**src/rtl/level_detect_pkg.sv**
```systemverilog
// Shared types and defaults for the level_detect block.
package level_detect_pkg;

  // Debounced-level FSM states.
  typedef enum logic [1:0] {
    LOW    = 2'd0,
    ARM    = 2'd1,
    HIGH   = 2'd2,
    DISARM = 2'd3
  } state_t;

  localparam int DUR_W_DEFAULT = 16;

endpackage

```
**src/rtl/level_detect_sat_counter.sv**
```systemverilog
// Saturating up-counter with synchronous clear.
// Used to count the valid samples spanned by a high episode.
module sat_counter #(
  parameter int W = 16
) (
  input  logic         clk,
  input  logic         rst,
  input  logic         clr,
  input  logic         inc,
  output logic [W-1:0] q
);

  // Clear wins over increment; the count sticks at all-ones instead of wrapping.
  always_ff @(posedge clk) begin
    if (rst || clr) begin
      q <= '0;
    end else if (inc && (q != '1)) begin
      q <= q + W'(1);
    end
  end

endmodule

```
**src/rtl/level_detect.sv**
```systemverilog
// Hysteresis level detector with debounce for the moving-average FIR output.
// A sample is "above" when x >= th_hi and "below" when x < th_lo; a state
// change needs DEB consecutive qualifying valid samples. Invalid samples
// freeze everything.
// Optional build macro LEVEL_DETECT_PEAK_EN adds a 'peak' output holding the
// largest sample seen in the last completed high episode.
module level_detect
  import level_detect_pkg::*;
#(
  parameter int bW    = 8,
  parameter int DEB   = 4,
  parameter int DUR_W = DUR_W_DEFAULT
) (
  input  logic             clk,
  input  logic             rst,
  input  logic [bW-1:0]    x,
  input  logic             x_vld,
  input  logic [bW-1:0]    th_hi,
  input  logic [bW-1:0]    th_lo,
  output logic             level,
  output logic             rise,
  output logic             fall,
`ifdef LEVEL_DETECT_PEAK_EN
  output logic [DUR_W-1:0] dur,
  output logic [bW-1:0]    peak
`else
  output logic [DUR_W-1:0] dur
`endif
);

  localparam int CNT_W = $clog2(DEB + 1);
  localparam logic [CNT_W-1:0] DEB_C = CNT_W'(DEB);
  localparam logic [CNT_W-1:0] ONE_C = CNT_W'(1);

  state_t           state, state_nxt;
  logic [CNT_W-1:0] cnt, cnt_nxt;
  logic [CNT_W-1:0] cnt_inc;
  logic             above, below;
  logic             in_high, nxt_high;
  logic             rise_d, fall_d;
  logic             ep_clr, ep_inc;
  logic [DUR_W-1:0] ep_cnt;
  logic [DUR_W-1:0] ep_final;

  assign above   = (x >= th_hi);
  assign below   = (x < th_lo);
  assign cnt_inc = cnt + ONE_C;

  // The completed episode includes the sample that closes it; keep saturation.
  assign ep_final = (ep_cnt == '1) ? ep_cnt : ep_cnt + DUR_W'(1);

  // Episode length: restarted on entry to HIGH, counts every valid high-side sample.
  sat_counter #(.W(DUR_W)) u_ep_cnt (
    .clk (clk),
    .rst (rst),
    .clr (ep_clr),
    .inc (ep_inc),
    .q   (ep_cnt)
  );

  // State register plus the registered outputs.
  always_ff @(posedge clk) begin
    // NOTE: all flops use non-blocking assignments so every register samples
    // pre-edge values regardless of statement order.
    if (rst) begin
      state <= LOW;
      cnt   <= '0;
      level <= 1'b0;
      rise  <= 1'b0;
      fall  <= 1'b0;
      dur   <= '0;
    end else begin
      state <= state_nxt;
      cnt   <= cnt_nxt;
      level <= nxt_high;
      rise  <= rise_d;
      fall  <= fall_d;
      if (fall_d) dur <= ep_final;
    end
  end

  // Next-state and debounce-count logic; nothing moves without x_vld.
  always_comb begin
    // NOTE: defaults first so no path leaves a combinational output unassigned,
    // which would otherwise infer a latch.
    state_nxt = state;
    cnt_nxt   = cnt;
    if (x_vld) begin
      unique case (state)
        LOW: begin
          if (above) begin
            if (DEB == 1) begin
              state_nxt = HIGH;
              cnt_nxt   = '0;
            end else begin
              state_nxt = ARM;
              cnt_nxt   = ONE_C;
            end
          end
        end
        ARM: begin
          if (!above) begin
            state_nxt = LOW;
            cnt_nxt   = '0;
          end else if (cnt_inc == DEB_C) begin
            state_nxt = HIGH;
            cnt_nxt   = '0;
          end else begin
            cnt_nxt   = cnt_inc;
          end
        end
        HIGH: begin
          if (below) begin
            if (DEB == 1) begin
              state_nxt = LOW;
              cnt_nxt   = '0;
            end else begin
              state_nxt = DISARM;
              cnt_nxt   = ONE_C;
            end
          end
        end
        DISARM: begin
          if (!below) begin
            state_nxt = HIGH;
            cnt_nxt   = '0;
          end else if (cnt_inc == DEB_C) begin
            state_nxt = LOW;
            cnt_nxt   = '0;
          end else begin
            cnt_nxt   = cnt_inc;
          end
        end
        default: begin
          state_nxt = LOW;
          cnt_nxt   = '0;
        end
      endcase
    end
  end

  // Output decode: edges of the high/low partition drive the event pulses.
  always_comb begin
    in_high  = (state == HIGH) || (state == DISARM);
    nxt_high = (state_nxt == HIGH) || (state_nxt == DISARM);
    rise_d   = !in_high && nxt_high;
    fall_d   = in_high && !nxt_high;
    ep_clr   = rise_d;
    ep_inc   = x_vld && in_high;
  end

`ifdef LEVEL_DETECT_PEAK_EN
  logic [bW-1:0] run_max;

  // Running maximum over the current episode, published alongside dur.
  always_ff @(posedge clk) begin
    if (rst) begin
      run_max <= '0;
      peak    <= '0;
    end else begin
      if (rise_d) begin
        run_max <= x;
      end else if (ep_inc && (x > run_max)) begin
        run_max <= x;
      end
      if (fall_d) peak <= (x > run_max) ? x : run_max;
    end
  end
`endif

endmodule

```
**config.mk**
```make
export PLATFORM = sky130hd
export DESIGN_NAME = level_detect
export DESIGN_NICKNAME = d
export VERILOG_FILES = /design/src/rtl/level_detect_pkg.sv /design/src/rtl/level_detect_sat_counter.sv /design/src/rtl/level_detect.sv
export SDC_FILE = /design/constraint.sdc
export NUM_CORES = 1
export LEC_CHECK = 0
export BUFFER_PORTS_ARGS = -buffer_cell sky130_fd_sc_hd__buf_2
export CAP_MARGIN = 20
export CORE_MARGIN = 2
export CORE_UTILIZATION = 51
export CTS_BUF_LIST = sky130_fd_sc_hd__clkbuf_8
export CTS_CLUSTER_DIAMETER = 80
export DETAILED_ROUTE_END_ITERATION = 7
export GPL_ROUTABILITY_DRIVEN = 0
export MAX_ROUTING_LAYER = met4
export PLACE_DENSITY = 0.71
export SETUP_SLACK_MARGIN = 0.05
export SYNTH_ARGS = -nofsm -noshare
export SYNTH_HDL_FRONTEND = slang
export SYNTH_SLANG_ARGS = --single-unit
```
**constraint.sdc**
```tcl
create_clock -name clk -period 2.55 [get_ports clk]
set_clock_uncertainty 0.15 [all_clocks]
set_input_delay 0.255 -clock clk [delete_from_list [all_inputs] [get_ports clk]]
set_output_delay 0.255 -clock clk [all_outputs]
set_load 0.005 [all_outputs]
```
==> Implementation_results.wiki <==
{| class="wikitable"
! Metric !! Value
|-
| Worst stage delay on the critical path || 0.64 ns
|-
| Pre-antenna DRT Iters || 4
|-
| Insertion delay to the later sink of the worst-skew pair || 0.29 ns
|-
| Max H-tree Level || 2
|-
| Element type at the critical path start || flip-flop
|-
| Final sum of negative setup slack || 0 ns
|-
| Signed area change from the synthesized netlist to the final layout || 15.25%
|-
| Number of max-cap violations || 0
|-
| Outcome || completed
|-
| Share of post-route cells with drive strength above 1 || 0.2322
|-
| Mean instance size in the synthesized netlist || 8.705 um2
|-
| Post-route design area || ~2800 um2
|-
| Synthesized cell area || 2429 um2
|-
| Portion of the post-synthesis area used by sequential elements || 0.3297
|-
| Post-synthesis cell type with the largest combined area || sky130_fd_sc_hd__dfxtp_1
|-
| Max-slew headroom || 0.6371
|-
| Number of instances on the worst hold path || 3
|-
| Tcrit/Tclk final || 0.9160
|-
| Vias in the first global route || 1960
|-
| Worst path slowest cell || sky130_fd_sc_hd__or4_1
|-
| Dominant cells by area after synthesis || sky130_fd_sc_hd__dfxtp_1 (33%), sky130_fd_sc_hd__ha_1 (9.3%), sky130_fd_sc_hd__a21oi_1 (5.6%), sky130_fd_sc_hd__a211oi_1 (4.9%), sky130_fd_sc_hd__xnor2_1 (4.7%)
|-
| Overall overflow remaining after global route || 0
|-
| Upper clock frequency limit || 428.1 MHz
|-
| Class of the most critical hold timing path || in -> reg
|-
| Post-synthesis net count || ~320
|-
| Util after Layout || 0.6005
|-
| Number of buffers added by the clock tree synthesis step || 5
|-
| Filler Cells Inserted || 435
|-
| Clock sink count || 40
|-
| Post-Synthesis Cells || 279
|-
| Post-route ant nets || 0
|-
| Setup Crit Path Kind || reg -> reg
|-
| Height of the chip || 73.01 um
|-
| Clock tree from TritonCTS || done
|-
| Overall Power || around 0.0012 W
|-
| Clock transition at path regs || 0.07 ns
|-
| Time the worst path needs with I/O delays and setup || 2.336 ns
|-
| Register-to-register setup slack || approximately 0.21 ns
|-
| Final-report setup violation count || 0
|-
| Buffers & Inverters on Critical Path || 0
|-
| Critical Path AT || between 2 and 2.5 ns
|-
| Pin slew with the least headroom to its limit || 0.5426 ns
|-
| Depth of the most critical reg-to-reg path || 6
|-
| Standard-cell row count || 25
|-
| Max-slew violation count || 0
|-
| Initial standard-cell utilization of the core || 0.5211
|-
| Quantity of I/O buffers inserted on ports || between 40 and 50
|-
| Number of buffers on the longest clock path || 2
|-
| Maximum fanout along the worst path || 6
|-
| Number of distinct library cells after synthesis || 56
|-
| Required time of the critical path || 2.58 ns
|-
| Number of antenna violations at the first check in global routing || 0
|-
| Core region area || 4661 um2
|-
| Critical path's top delay family || simple AND/OR/NAND/NOR gates
|-
| Post-CTS Repair Setup Buffers || 0
|-
| Worst vdd rail ir drop || roughly 0.36 mV
|-
| Total I/O pin count || 46
|-
| Die area || between 5000 and 6000 um2
|-
| Placement Cell Area || between 2000 and 3000 um2
|-
| Number of hold violations in the final report || 0
|-
| Routed wire per std cell || 14.02 um
|-
| Routed Wire Length || between 5 and 6 mm
|-
| Crit-path cells || ha_1, nand3_1, or4_1, o211ai_1, xor2_1, nor2_1
|-
| Leakage power || 1.170 nW
|-
| Crit end category || flip-flop
|-
| HPWL reported at the end of detailed placement || 3.942 mm
|-
| Root cell of the clock tree || sky130_fd_sc_hd__clkbuf_8
|-
| Yosys top cell area share || 0.3297
|-
| Number of synthesized register bits || 40
|-
| Iter 0 DRT Violations || slightly above 90
|-
| Antenna Diode Count || 0
|-
| Via count || 2126
|-
| Stages on the worst setup path || 6
|-
| Via count normalized by instance count || 5.639
|-
| Horizontal extent of the die || 73.01 um
|-
| Global-route wire length before repair || 8.845 mm
|-
| All-Layer GR Usage || 0.2181
|-
| Pin count of the biggest net entering global routing || 26
|-
| Most common cell after layout, fill and taps aside || sky130_fd_sc_hd__buf_2
|-
| Total power per unit cell area || 427.0 nW/um2
|-
| Leading cell types in the layout, fill and taps excluded || sky130_fd_sc_hd__buf_2 (45), sky130_fd_sc_hd__dfxtp_1 (40), sky130_fd_sc_hd__a21oi_1 (27)
|-
| Setup repair after global routing missed its margin || no
|-
| Final Net Count || 368
|-
| DRC || 0
|-
| Synthesis Warnings || 0
|}
## metal layers
metal  up-vias  share of wire  global-route usage
li1       1094              -                   -
met3         6          0.045             0.04834
met5         -              0                   -
met1       979           0.48              0.2768
met2        47           0.46              0.3423
met4         0          0.015             0.07407
## Yosys cell counts (all sizes together)
cell type,count
a2111o,1
a2111oi,2
a211o,2
a211oi,17
a21o,1
a21oi,27
a221o,1
a311oi,1
a31o,2
a31oi,1
a32o,1
a32oi,3
and3,6
and4,2
buf,7
clkbuf,8
dfxtp,40
ha,18
inv,20
mux2,2
mux2i,1
nand2,12
nand2b,3
nand3,9
nand4,5
nand4b,1
nor2,23
nor2b,4
nor3,7
nor4,1
o2111ai,1
o211a,1
o211ai,5
o21a,4
o21ai,7
o2bb2ai,1
or2,1
or3,4
or4,3
xnor2,13
xor2,11
## registers in the layout, summed over array words and instances, names as in the netlist
register    flops
u_ep_cnt.q     16
fall            1
state           2
level           1
dur            16
cnt             3
rise            1
## worst paths after layout
check                                   start             end
worst min-delay path                    x_vld          cnt[1]
worst max register to register  u_ep_cnt.q[0]  u_ep_cnt.q[10]
worst min register to register        dur[12]         dur[12]
worst max-delay path            u_ep_cnt.q[0]  u_ep_cnt.q[10]
## logic make-up (layout without fill, tap and decap cells)
kind of cell             count (synthesis)  count (layout)  share of synthesized area
AO/OA/AOI/OAI                           78              78                     0.2205
XOR/XNOR                                24              24                    0.08655
adder cells (fa/ha/maj)                 18              18                    0.09274
buffers and inverters                   35              79                    0.06955
flip-flops                              40              40                     0.3297
multiplexers                             3               3                    0.01339
AND/OR/NAND/NOR                         81              81                     0.1875
## cell type report
type | instances | area, um2 | area share
Sequential cell | 40 | 800.8 | 0.2861
Tap cell | 54 | 67.56 | 0.02414
Multi-Input combinational cell | 204 | 1469 | 0.5248
Timing Repair Buffer | 52 | 290.3 | 0.1037
Clock buffer | 7 | 96.34 | 0.03442
Inverter | 20 | 75.07 | 0.02682
## tightest hold or removal path: cells and delay by family
family,cells,cell delay [ns]
buf+inv,1,0.14
compound gates,2,0.15
## through the flow
stage,std cells,setup WS [ns],hold slack (ns)
global route,377,0.07080,0.1629
finish,377,0.2143,0.1509
detailed placement,370,0.02923,0.3342
floorplan,279,0.4434,0.2826
global placement,370,0.08470,0.3202
CTS,377,0.1720,0.1387
## repair_timing
action                                 in CTS  in global routing
setup endpoints to repair                   0                 13
endpoints found under the hold margin       0                  0
gates resized for setup                     0                  2
hold buffers                                0                  0
## report_power, final
group          internal [W]  switching [W]
clock network      0.000241       0.000217
registers          0.000627     0.00000414
logic             0.0000494      0.0000565
Note: power is estimated with default switching activity, not from simulation.
